--- config.mk ---
export PLATFORM = sky130hd
export DESIGN_NAME = bcd_seg_scan
export DESIGN_NICKNAME = d
export VERILOG_FILES = /design/src/rtl/bcd_seg_scan.sv
export SDC_FILE = /design/constraint.sdc
export NUM_CORES = 1
export LEC_CHECK = 0
export ABC_CLOCK_PERIOD_IN_PS = 2800
export CAP_MARGIN = 20
export CORE_MARGIN = 2
export CORE_UTILIZATION = 45
export DETAILED_ROUTE_END_ITERATION = 8
export HOLD_SLACK_MARGIN = 0.02
export PLACE_DENSITY = 0.69
export SLEW_MARGIN = 30
export SYNTH_ARGS = -nofsm -noshare
export SYNTH_HDL_FRONTEND = slang
export SYNTH_SLANG_ARGS = --single-unit
--- constraint.sdc ---
create_clock -name clk -period 2.8 [get_ports clk]
set_input_delay 0.56 -clock clk [delete_from_list [all_inputs] [get_ports clk]]
set_output_delay 0.56 -clock clk [all_outputs]
set_load 0.02 [all_outputs]
--- src/rtl/bcd_seg_scan.sv ---
// Scans two captured 4-digit BCD values onto an 8-digit common-anode 7-segment display.
// Optional build macro: LEADING_ZERO_BLANK_EN blanks leading zeros within each 4-digit group.
module bcd_seg_scan #(
  parameter int CLK_DIV = 100000
) (
  input  logic       clk,
  input  logic       rst,
  input  logic [3:0] DV10,
  input  logic [3:0] DV11,
  input  logic [3:0] DV12,
  input  logic [3:0] DV13,
  input  logic [3:0] DV20,
  input  logic [3:0] DV21,
  input  logic [3:0] DV22,
  input  logic [3:0] DV23,
  input  logic       upd,
  output logic [7:0] an,
  output logic [6:0] seg,
  output logic       dp,
  output logic       frame_done
);

  localparam int CW = $clog2(CLK_DIV);
  localparam logic [CW-1:0] CNT_MAX = CW'(CLK_DIV - 1);

  logic [CW-1:0] r_cnt;
  logic [2:0]    r_idx;
  logic          r_pending;
  logic [3:0]    r_sh [8];

  logic [3:0]    w_in [8];
  logic          w_tick;
  logic          w_bnd;
  logic [7:0]    w_lz;
  logic          w_blank;

  assign w_in   = '{DV10, DV11, DV12, DV13, DV20, DV21, DV22, DV23};
  assign w_tick = (r_cnt == CNT_MAX);
  assign w_bnd  = w_tick && (r_idx == 3'd7);
  assign dp     = 1'b1;

  function automatic logic [6:0] decode(input logic [3:0] d);
    case (d)
      4'd0:    decode = 7'h40;
      4'd1:    decode = 7'h79;
      4'd2:    decode = 7'h24;
      4'd3:    decode = 7'h30;
      4'd4:    decode = 7'h19;
      4'd5:    decode = 7'h12;
      4'd6:    decode = 7'h02;
      4'd7:    decode = 7'h78;
      4'd8:    decode = 7'h00;
      4'd9:    decode = 7'h10;
      default: decode = 7'h7F;
    endcase
  endfunction

  // w_lz[k]: slot k and every higher slot of its group are zero (ones slots excluded).
  always_comb begin
    w_lz = '0;
`ifdef LEADING_ZERO_BLANK_EN
    for (int k = 0; k < 8; k++) begin
      w_lz[k] = ((k % 4) != 0);
      for (int j = k; j < (k / 4) * 4 + 4; j++) begin
        if (r_sh[j] != 4'd0) w_lz[k] = 1'b0;
      end
    end
`else
    w_lz = '0;
`endif
    w_blank = w_lz[r_idx];
  end

  always_ff @(posedge clk or posedge rst) begin
    if (rst) begin
      r_cnt      <= '0;
      r_idx      <= '0;
      r_pending  <= 1'b0;
      for (int k = 0; k < 8; k++) r_sh[k] <= 4'd0;
      an         <= 8'hFF;
      seg        <= 7'h7F;
      frame_done <= 1'b0;
    end else begin
      r_cnt <= w_tick ? '0 : r_cnt + 1'b1;
      if (w_tick) r_idx <= r_idx + 3'd1;
      // A request arriving in the boundary cycle is consumed immediately.
      r_pending <= w_bnd ? 1'b0 : (r_pending | upd);
      if (w_bnd && (r_pending || upd)) begin
        for (int k = 0; k < 8; k++) r_sh[k] <= w_in[k];
      end
      an         <= w_blank ? 8'hFF : ~(8'b1 << r_idx);
      seg        <= w_blank ? 7'h7F : decode(r_sh[r_idx]);
      frame_done <= w_bnd;
    end
  end

endmodule

Word-level counts from Yosys, hierarchy flattened
Memory sizes are Yosys's and may differ from the RTL's.
Cells that the tools add are included.

word-level totals
  bits in read-only memories = 120
  logic and storage cells = 37
  memories = 2
  register bits = 69

memory list
  name             words  width  read ports  clocked after Yosys merged registers in  wr ports  line  RTL
  (no name shown)  16     7      1           0                                        0         43    case (d)
  (no name shown)  8      1      1           0                                        0         71    w_blank = w_lz[r_idx];

operators by class
  bitwise logic cells = 3
  shift operators = 1
  reduce and logical (&&, ||, !) cells = 3
  muxes and demuxes = 8
  add/subtract/negate cells = 2
  order comparisons = 2
  equal/unequal tests = 2

operator list
  cell                     number
  $add A17 B1 Y17 const B  1
  $eq A17 B17 Y1 const B   1
  $mux W17                 1
  $bmux W4 S3              1
  $mux W4                  2
  $mux W8                  1
  $not A8 Y8               1
  $shl A1 B3 Y8 const A    1
  $mux W7                  1
  $ge A4 B4 Y1 const B     1
  $lt A3 B4 Y1 const B     1
  $not A3 Y4               1
  $add A3 B1 Y3 const B    1
  $eq A3 B3 Y1 const B     1
  $logic_and A1 B1 Y1      2
  $mux W1                  2
  $logic_or A1 B1 Y1       1
  $or A1 B1 Y1             1

Depth between registers and ports, before layout
Gate-level depths: netlist of run 1.
An unclocked memory read counts as a cell.

  depth after elaboration = 6
  mapped depth = 8
  gate-level depth less buffers = 7

Least setup slack after synthesis of run 1
Ideal clock, no wire load.

  path type = flip-flop to flip-flop
  start = reg r_cnt[0]
  end = reg r_sh[11] in the netlist's numbering
  data arrival time = 1.896 ns
  required time = 2.675 ns
  cell stages (with the launch flop) = 8
  clock period less this slack = 2.021 ns
  slack = 0.779 ns
  cells stage by stage = dfrtp_1 -> ha_1 -> and4_1 -> buf_2 -> nand2_1 -> nor4b_4 -> buf_6 -> mux2_2

between the ends
  cells in the longest elaborated chain, start to end = 3

ends and longest elaborated chain
  item                    line  RTL
  from (decl)             26    logic [CW-1:0] r_cnt;
  from (signal assigned)  84    r_cnt <= w_tick ? '0 : r_cnt + 1'b1;
  $eq A17 B17 Y1          38    assign w_tick = (r_cnt == CNT_MAX);
  $logic_and A1 B1 Y1     39    assign w_bnd = w_tick && (r_idx == 3'd7);
  $logic_and A1 B1 Y1     88    if (w_bnd && (r_pending || upd)) begin
  to (decl)               29    logic [3:0] r_sh [8];

Every way passes these cells.
A chain may end at the register's enable or synchronous reset.

Worst setup path in the final report of run 1
  start = reg r_idx[0]
  end = reg seg[3]

between the ends
  cells in the longest elaborated chain, start to end = 6

ends and longest elaborated chain
  item                                         line  RTL
  from (decl)                                  27    logic [2:0] r_idx;
  from (signal assigned)                       85    if (w_tick) r_idx <= r_idx + 3'd1;
  $not A3 Y4 (not written as such)             92    seg <= w_blank ? 7'h7F : decode(r_sh[r_idx]);
  $bmux W4 S3                                  92
  $mux W4 (not written as such) (2 in series)  92
  $mem_v2 Z16 W7                               --
  $mux W7 *                                    92
  to (signal assigned)                         92
  to (decl)                                    18    output logic [6:0] seg,

Mark *: on every way between the ends. The rest lies on a longest branch, timed or not. The select of a mux whose other input is x is not followed.

==> run_summary.xml, run 1 <==
<?xml version="1.0" encoding="UTF-8"?>
<metrics>
  <group name="clock_network">
    <metric name="cts.repair_timing.setup_buffer_count" unit="">0</metric>
    <metric name="cts.root.buffer_cell" unit="">sky130_fd_sc_hd__clkbuf_8</metric>
    <metric name="cts_max_level" unit="">3</metric>
    <metric name="worstSkewPairLatency" unit="ps">340</metric>
    <metric name="cts_repair_resize_count" unit="">0</metric>
    <metric name="tritoncts.num_buffers" unit="">9</metric>
    <metric name="cts_hold_buf" unit="">0</metric>
    <metric name="clkSlewWorstSetupHoldPaths" unit="ps">80</metric>
    <metric name="clockBufferDepth" unit="">2</metric>
    <metric name="number_of_clock_sinks_seen_by_cts" unit="">69</metric>
    <metric name="cts_tree" unit="">built</metric>
  </group>
  <group name="worst_setup_path">
    <metric name="critical_path_arrival" unit="ps">2530</metric>
    <metric name="setup.worst_path.end_class" unit="">flip-flop</metric>
    <metric name="max_stage_delay" unit="ps">560</metric>
    <metric name="critical-path-top-cell-by-count" unit="">sky130_fd_sc_hd__mux2i_1</metric>
    <metric name="timing.critical_path.fanout_max" unit="">6</metric>
    <metric name="worstReg2RegStart" unit="">r_idx[0]</metric>
    <metric name="path_cells" unit="">buf_4, mux4_1, mux2i_1, inv_1, ha_1, mux2i_1, a22oi_1</metric>
    <metric name="setup.worst_path.start" unit="">r_idx[0]</metric>
    <metric name="critical-path-slowest-cell" unit="">sky130_fd_sc_hd__mux4_1</metric>
    <metric name="crit_path_start_kind" unit="">flip-flop</metric>
    <metric name="worst-endpoint-required" unit="ps">3050</metric>
    <metric name="criticalPathCategory" unit="">flip-flop to flip-flop</metric>
  </group>
  <group name="power">
    <metric name="switching_part_of_the_total_power" unit="">0.229</metric>
    <metric name="power.net_switching" unit="mW">0.410</metric>
    <metric name="power.total" unit="mW">1.79</metric>
    <metric name="powerDensity" unit="nW/um2">448</metric>
    <metric name="clock_power_share" unit="">0.404</metric>
    <metric name="p_leak" unit="nW">1.85</metric>
    <metric name="seq_pwr_share" unit="">0.556</metric>
    <metric name="intPower" unit="mW">1.38</metric>
    <metric name="irDropWorstVdd" unit="mV">0.219</metric>
    <metric name="share_comb_of_total_power" unit="">0.040</metric>
  </group>
  <group name="yosys">
    <metric name="post_synth_fa_ha_maj_area_fraction" unit="">0.0469</metric>
    <metric name="multiplexer_share_of_the_synthesized_area" unit="">0.213</metric>
    <metric name="synth.top_cells.by_count" unit="">54 x sky130_fd_sc_hd__dfrtp_1, 34 x sky130_fd_sc_hd__mux2_2, 15 x sky130_fd_sc_hd__dfstp_2, 15 x sky130_fd_sc_hd__nor2_1, 14 x sky130_fd_sc_hd__nand2_1</metric>
    <metric name="post-synth-top-area-cell" unit="">sky130_fd_sc_hd__dfrtp_1</metric>
    <metric name="synth-seq-area-share" unit="">0.546</metric>
    <metric name="netlist_area" unit="um2">3200</metric>
    <metric name="dominant_combinational_cell_family_by_area_after_synthesis" unit="">multiplexers</metric>
    <metric name="syn-mean-instance-area" unit="um2">14.0</metric>
    <metric name="mappedNetlistNets" unit="">276</metric>
    <metric name="ranking_of_synthesized_cells_by_area" unit="">sky130_fd_sc_hd__dfrtp_1 42%, sky130_fd_sc_hd__dfstp_2 12%, sky130_fd_sc_hd__mux2_2 12%</metric>
    <metric name="synth_compound_gate_area_share" unit="">0.0289</metric>
    <metric name="syn_inst" unit="">229</metric>
    <metric name="synth-simple-area-share" unit="">0.0872</metric>
    <metric name="synthMostInstantiatedCell" unit="">sky130_fd_sc_hd__dfrtp_1</metric>
    <metric name="post_synth_num_cell_types" unit="">40</metric>
    <metric name="synth-xor-area-share" unit="">0.0411</metric>
    <metric name="fraction_of_synthesized_cell_area_taken_by_the_top_area_cell_type" unit="">0.422</metric>
    <metric name="yosys_warns" unit="">0</metric>
    <metric name="postSynth.topFlopCell" unit="">sky130_fd_sc_hd__dfrtp_1</metric>
    <metric name="synthArstFlopShare" unit="">1.00</metric>
    <metric name="number_of_flops_mapped_to_enable_cells_by_yosys" unit="">0</metric>
    <metric name="ys_ff_latch" unit="">69</metric>
  </group>
  <group name="finish">
    <metric name="fillCellCount" unit="">571</metric>
    <metric name="antenna_cells" unit="">0</metric>
    <metric name="finalNetCount" unit="">335</metric>
    <metric name="non_filler_cells_in_the_finished_layout" unit="">389</metric>
    <metric name="layout-area-overhead-vs-synth" unit="%">25.1</metric>
    <metric name="stdcell_area" unit="um2">4000</metric>
    <metric name="fraction_of_final_layout_cells_sized_beyond_drive_strength_1" unit="">0.273</metric>
    <metric name="postLayoutCoreUtil" unit="">0.586</metric>
  </group>
  <group name="drt">
    <metric name="drt.antenna.violating_nets" unit="">0</metric>
    <metric name="routed-wl-met2" unit="um">2590</metric>
    <metric name="vias" unit="">1952</metric>
    <metric name="routedWlPerCell" unit="um">14.4</metric>
    <metric name="detail_route.wirelength.met1" unit="um">2730</metric>
    <metric name="drt_first_pass_iters" unit="">4</metric>
    <metric name="post-route-drc-count" unit="">0</metric>
    <metric name="route.top_layer_used" unit="">met4</metric>
    <metric name="routed_via_density" unit="">5.02</metric>
    <metric name="drt_iter0_drc" unit="">83</metric>
    <metric name="detailroute.wirelength.met3" unit="um">160</metric>
    <metric name="wirelength" unit="um">5610</metric>
  </group>
  <group name="placed_design">
    <metric name="pre_cts_slack" unit="ps">503</metric>
    <metric name="placedCellCount" unit="">373</metric>
    <metric name="place_congestion" unit="">0.748</metric>
    <metric name="port_buffers" unit="">50</metric>
    <metric name="hpwlAfterDp" unit="um">4070</metric>
    <metric name="placement.cell_area" unit="um2">3830</metric>
  </group>
  <group name="timing">
    <metric name="finalCriticalPeriod" unit="ps">2280</metric>
    <metric name="unrepaired_setup_endpoints_after_global_routing" unit="">false</metric>
    <metric name="finalHoldViolations" unit="">0</metric>
    <metric name="slew_viol_final" unit="">0</metric>
    <metric name="layout_setup_ws" unit="ps">523</metric>
    <metric name="worst_clock_skew" unit="ps">10.5</metric>
    <metric name="final_setup_violations" unit="">0</metric>
    <metric name="min_hold_slack" unit="ps">479</metric>
    <metric name="max_freq" unit="MHz">439</metric>
    <metric name="worstMarginPinSlew" unit="ps">513</metric>
    <metric name="finalSetupTns" unit="ps">0</metric>
    <metric name="post_route_fraction_of_the_period_consumed_by_the_critical_path" unit="">0.813</metric>
    <metric name="relative_slew_slack" unit="">0.657</metric>
  </group>
  <group name="min_path">
    <metric name="hp-class" unit="">flip-flop to flip-flop</metric>
    <metric name="worstHoldStart" unit="">r_cnt[0]</metric>
  </group>
  <group name="global_route">
    <metric name="first_pass_grt_wire_length" unit="um">9160</metric>
    <metric name="gr-total-overflow" unit="">0</metric>
    <metric name="grt_start_max_net_pins" unit="">33</metric>
    <metric name="antenna_found_initial" unit="">0</metric>
    <metric name="grt_pass1_vias" unit="">1902</metric>
    <metric name="grt_usage" unit="">0.158</metric>
  </group>
  <group name="floorplanning">
    <metric name="chipHeight" unit="um">88.3</metric>
    <metric name="ios" unit="">52</metric>
    <metric name="effective_utilization_at_floorplan" unit="">0.468</metric>
    <metric name="floorplan.core_area" unit="um2">6830</metric>
    <metric name="row_count" unit="">30</metric>
    <metric name="dieArea" unit="um2">7800</metric>
    <metric name="width_of_the_die" unit="um">88.3</metric>
  </group>
  <group name="outcome">
    <metric name="status" unit="">finished clean</metric>
  </group>
  <group name="run">
    <metric name="max_cap_viol_count" unit="">0</metric>
  </group>
</metrics>
-- state kept, by name, summed over array words and instances (netlist names) --
name / cells
r_sh: 32
frame_done: 1
r_cnt: 17
an: 8
seg: 7
r_idx: 3
r_pending: 1
-- placed cells by master (no fill, tap or decap), types with 4 or more instances in the layout --
cell type	synthesis	layout
sky130_fd_sc_hd__dfrtp_1	54	54
sky130_fd_sc_hd__clkdlybuf4s50_1	0	50
sky130_fd_sc_hd__mux2_2	34	34
sky130_fd_sc_hd__nor2_1	15	15
sky130_fd_sc_hd__dfstp_2	15	15
sky130_fd_sc_hd__nand2_1	14	14
sky130_fd_sc_hd__ha_1	12	12
sky130_fd_sc_hd__clkbuf_8	0	10
sky130_fd_sc_hd__xor2_1	9	9
sky130_fd_sc_hd__inv_1	9	8
sky130_fd_sc_hd__mux4_1	8	8
sky130_fd_sc_hd__nand3_1	6	6
sky130_fd_sc_hd__xnor2_1	6	6
sky130_fd_sc_hd__buf_4	1	5
sky130_fd_sc_hd__mux2i_1	4	4
-- cell families (layout without fill, tap and decap cells) --
group / Yosys count / after routing
flip-flops: 69 / 69
buffers and inverters: 19 / 83
other: 1 / 1
multiplexers: 49 / 49
adder cells (fa/ha/maj): 12 / 12
AND/OR/NAND/NOR: 51 / 51
AO/OA/AOI/OAI: 13 / 13
XOR/XNOR: 15 / 15
-- power groups by stage --
stage          Clock (mW)  Sequential, mW  Combinational (mW)
2_1_floorplan           0            1.02              0.0170
3_3_place_gp            0            1.02              0.0748
3_5_place_dp            0            1.02              0.0750
4_1_cts             0.745           0.997              0.0751
5_1_grt             0.785           0.997              0.0797
6_report            0.725           0.997              0.0726
-- worst max-delay path, delay by kind of cell, from the launching register on --
kind                       cells  cell delay [ps]
muxes                          3             1090
buffers and inverters          2              320
AOI/OAI and AO/OA              1              110
DFF                            1              470
adders and majority gates      1              190
-- layout make-up --
type | instances | area (um2) | share of cell area
well taps | 96 | 120 | 0.0300
flip-flops and latches | 69 | 1750 | 0.436
repair buffers | 57 | 578 | 0.144
clock inverters | 6 | 38.8 | 0.00969
clock buffers | 10 | 138 | 0.0344
multi-input cells | 141 | 1350 | 0.336
inverters | 10 | 37.5 | 0.00938
-- layer usage --
layer  global-route usage  vias to the layer above
met5                    0                        -
li1                     -                      932
met1                0.220                      973
met2                0.240                       38
met4               0.0826                        0
met3               0.0252                        9
-- path summary, 6_finish.rpt --
path / end / cells past startpoint / slack, ps
worst max register to register: seg[3] / 7 / 520
min in group asynchronous: r_sh[11] / 2 / 570
worst min register to register: r_cnt[0] / 1 / 480
max in group asynchronous: seg[4] / 3 / 1520
worst max-delay path: seg[3] / 7 / 520
worst min-delay path: r_cnt[0] / 1 / 480
(Power assumes the default switching activity.)
==> run 2, diff against run 1 <==
--- a/config.mk
+++ b/config.mk
@@ -5,7 +5,7 @@
 export SDC_FILE = /design/constraint.sdc
 export NUM_CORES = 1
 export LEC_CHECK = 0
-export ABC_CLOCK_PERIOD_IN_PS = 2800
+export ABC_CLOCK_PERIOD_IN_PS = 2200
 export CAP_MARGIN = 20
 export CORE_MARGIN = 2
 export CORE_UTILIZATION = 45
==> constraint.sdc (replaced) <==
create_clock -name clk -period 2.2 [get_ports clk]
set_input_delay 0.44 -clock clk [delete_from_list [all_inputs] [get_ports clk]]
set_output_delay 0.44 -clock clk [all_outputs]
set_load 0.02 [all_outputs]
==> run 2 against run 1 <==
Net effect:
- combinational power is 25% higher
- final cell count up 1.0%
- die area stayed put
- register-to-register slack lost 450 ps
- critical path type unchanged
- power rose by 28%
- global-route usage shrank 0.15 points
- sequential share of layout area is 0.72 points lower
- critical path depth shrank 1
- fmax grew 6.9%
- utilization up 1.0 points
- highest routed layer unchanged
- setup slack lost 450 ps
==> run_summary.xml, run 2 (same netlist as run 1, synthesis figures left out) <==
<?xml version="1.0" encoding="UTF-8"?>
<metrics>
  <group name="outcome">
    <metric name="status" unit="">finished clean</metric>
  </group>
  <group name="timing">
    <metric name="post_route_fraction_of_the_period_consumed_by_the_critical_path" unit="">0.968</metric>
    <metric name="slew_viol_final" unit="">0</metric>
    <metric name="worst_clock_skew" unit="ps">4.50</metric>
    <metric name="finalCriticalPeriod" unit="ps">2130</metric>
    <metric name="max_freq" unit="MHz">470</metric>
    <metric name="unrepaired_setup_endpoints_after_global_routing" unit="">false</metric>
    <metric name="final_setup_violations" unit="">0</metric>
    <metric name="min_hold_slack" unit="ps">479</metric>
    <metric name="finalSetupTns" unit="ps">0</metric>
    <metric name="finalHoldViolations" unit="">0</metric>
    <metric name="layout_setup_ws" unit="ps">70.3</metric>
  </group>
  <group name="worst_setup_path">
    <metric name="critical_path.reg2reg.endpoint" unit="">r_sh[0]</metric>
    <metric name="worst-endpoint-required" unit="ps">2420</metric>
    <metric name="criticalPathCategory" unit="">flip-flop to flip-flop</metric>
    <metric name="setup.worst_path.start" unit="">r_cnt[13]</metric>
    <metric name="r2r_slack" unit="ps">70</metric>
    <metric name="setup.worst_path.end_class" unit="">flip-flop</metric>
    <metric name="worstSetupEndpoint" unit="">r_sh[0]</metric>
    <metric name="worstReg2RegStart" unit="">r_cnt[13]</metric>
    <metric name="timing.critical_path.fanout_max" unit="">16</metric>
    <metric name="critical_path_arrival" unit="ps">2350</metric>
    <metric name="r2r_cells" unit="">6</metric>
    <metric name="crit_path_start_kind" unit="">flip-flop</metric>
  </group>
  <group name="power">
    <metric name="power.net_switching" unit="mW">0.467</metric>
    <metric name="irDropWorstVdd" unit="mV">0.312</metric>
    <metric name="switching_part_of_the_total_power" unit="">0.204</metric>
    <metric name="p_leak" unit="nW">1.89</metric>
    <metric name="powerDensity" unit="nW/um2">562</metric>
    <metric name="seq_pwr_share" unit="">0.555</metric>
    <metric name="share_comb_of_total_power" unit="">0.040</metric>
    <metric name="intPower" unit="mW">1.82</metric>
    <metric name="clock_power_share" unit="">0.405</metric>
  </group>
  <group name="finish">
    <metric name="finalNetCount" unit="">340</metric>
    <metric name="layout-area-overhead-vs-synth" unit="%">27.3</metric>
    <metric name="antenna_cells" unit="">0</metric>
    <metric name="top_flop_regs" unit="">r_sh (32), r_cnt (17), an (8)</metric>
    <metric name="max_flop_register" unit="">r_sh</metric>
    <metric name="largest_register_ffs" unit="">32</metric>
    <metric name="fraction_of_final_layout_cells_sized_beyond_drive_strength_1" unit="">0.279</metric>
    <metric name="non_filler_cells_in_the_finished_layout" unit="">393</metric>
    <metric name="highest_count_cells_in_the_layout_ignoring_fill_and_taps" unit="">53 x sky130_fd_sc_hd__dfrtp_1, 50 x sky130_fd_sc_hd__clkdlybuf4s50_1, 34 x sky130_fd_sc_hd__mux2_2, 15 x sky130_fd_sc_hd__nor2_1, 15 x sky130_fd_sc_hd__dfstp_2</metric>
    <metric name="layout_commonest_cell" unit="">sky130_fd_sc_hd__dfrtp_1</metric>
  </group>
  <group name="global_route">
    <metric name="gr-total-overflow" unit="">0</metric>
    <metric name="grt_start_max_net_pins" unit="">70</metric>
    <metric name="first_pass_grt_wire_length" unit="um">9140</metric>
    <metric name="antenna_found_initial" unit="">0</metric>
    <metric name="grt_usage" unit="">0.156</metric>
    <metric name="grt_pass1_vias" unit="">1969</metric>
  </group>
  <group name="clock_network">
    <metric name="cts_max_level" unit="">3</metric>
    <metric name="clockBufferDepth" unit="">2</metric>
    <metric name="worstSkewPairLatency" unit="ps">330</metric>
    <metric name="cts.root.buffer_cell" unit="">sky130_fd_sc_hd__clkbuf_8</metric>
    <metric name="cts_tree" unit="">built</metric>
    <metric name="cts_hold_buf" unit="">0</metric>
    <metric name="tritoncts.num_buffers" unit="">9</metric>
    <metric name="clkSlewWorstSetupHoldPaths" unit="ps">70</metric>
    <metric name="number_of_clock_sinks_seen_by_cts" unit="">69</metric>
  </group>
  <group name="floorplanning">
    <metric name="dieArea" unit="um2">7800</metric>
    <metric name="ios" unit="">52</metric>
    <metric name="chipHeight" unit="um">88.3</metric>
    <metric name="floorplan.core_area" unit="um2">6830</metric>
    <metric name="width_of_the_die" unit="um">88.3</metric>
    <metric name="effective_utilization_at_floorplan" unit="">0.468</metric>
    <metric name="row_count" unit="">30</metric>
  </group>
  <group name="drt">
    <metric name="vias" unit="">1937</metric>
    <metric name="drt_first_pass_iters" unit="">4</metric>
    <metric name="wirelength" unit="um">5660</metric>
    <metric name="route.top_layer_used" unit="">met4</metric>
    <metric name="routedWlPerCell" unit="um">14.4</metric>
    <metric name="post-route-drc-count" unit="">0</metric>
    <metric name="routed_via_density" unit="">4.93</metric>
    <metric name="drt_iter0_drc" unit="">56</metric>
    <metric name="drt.antenna.violating_nets" unit="">0</metric>
    <metric name="routed-wl-met2" unit="um">2680</metric>
    <metric name="detailroute.wirelength.met3" unit="um">214</metric>
    <metric name="detail_route.wirelength.met1" unit="um">2620</metric>
  </group>
  <group name="placed_design">
    <metric name="placedCellCount" unit="">376</metric>
    <metric name="port_buffers" unit="">50</metric>
    <metric name="pre_cts_slack" unit="ps">14.3</metric>
    <metric name="hpwlAfterDp" unit="um">3930</metric>
    <metric name="place_congestion" unit="">0.831</metric>
  </group>
  <group name="min_path">
    <metric name="hp-class" unit="">primary input to async pin</metric>
  </group>
  <group name="run">
    <metric name="max_cap_viol_count" unit="">0</metric>
  </group>
</metrics>
[run 2: power by group through the flow]
stage,clock (mW),combinational (mW),sequential [mW]
after detailed placement,0,0.0935,1.29
after CTS,0.956,0.0936,1.27
after floorplan,0,0.0216,1.29
final,0.928,0.0907,1.27
after global placement,0,0.0941,1.29
after global routing,1.01,0.0992,1.27
[run 2: worst min-delay path by stage]
stage	startpoint	to	cells after the start
2_1_floorplan	r_cnt[11]	r_cnt[11]	1
3_3_place_gp	r_sh[23]	r_sh[23]	1
3_5_place_dp	r_cnt[0]	r_cnt[0]	1
4_1_cts	r_cnt[0]	r_cnt[0]	1
5_1_grt	r_cnt[0]	r_cnt[0]	1
6_report	rst	r_sh[27]	3
[run 2: timing repair]
| action | CTS | global route |
|---|---|---|
| setup endpoints to repair | 0 | 34 |
| gates resized for setup | 0 | 1 |
| setup buffers | 0 | 1 |
[run 2: cell type report]
type / instances / area, um2
fill: 571 / 2760
sequential: 69 / 1750
multi-input combinational: 141 / 1350
timing repair buffer: 62 / 646
clock buffer: 14 / 173
tap: 96 / 120
inverter: 10 / 37.5
clock inverter: 1 / 5.00
[run 2: metal layers]
metal / up-vias / GRT usage
li1: 939 / -
met1: 942 / 0.207
met2: 45 / 0.243
met3: 11 / 0.0289
met4: 0 / 0.0909
met5: - / 0
[run 2: worst max-delay path: stages (launching register included)]
cell	delay [ps]
sky130_fd_sc_hd__dfrtp_1	410
sky130_fd_sc_hd__or4b_4	580
sky130_fd_sc_hd__nor2_1	120
sky130_fd_sc_hd__nor4b_4	190
sky130_fd_sc_hd__buf_4	190
sky130_fd_sc_hd__clkbuf_16	180
sky130_fd_sc_hd__mux2_2	340
[run 2: per-stage QoR]
stage | total power [mW] | util | area (um2)
after floorplan | 1.31 | - | 3200
after global placement | 1.39 | 0.565 | 3860
after detailed placement | 1.39 | 0.565 | 3860
after CTS | 2.32 | 0.591 | 4040
after global routing | 2.37 | 0.596 | 4070
final | 2.29 | 0.596 | 4070
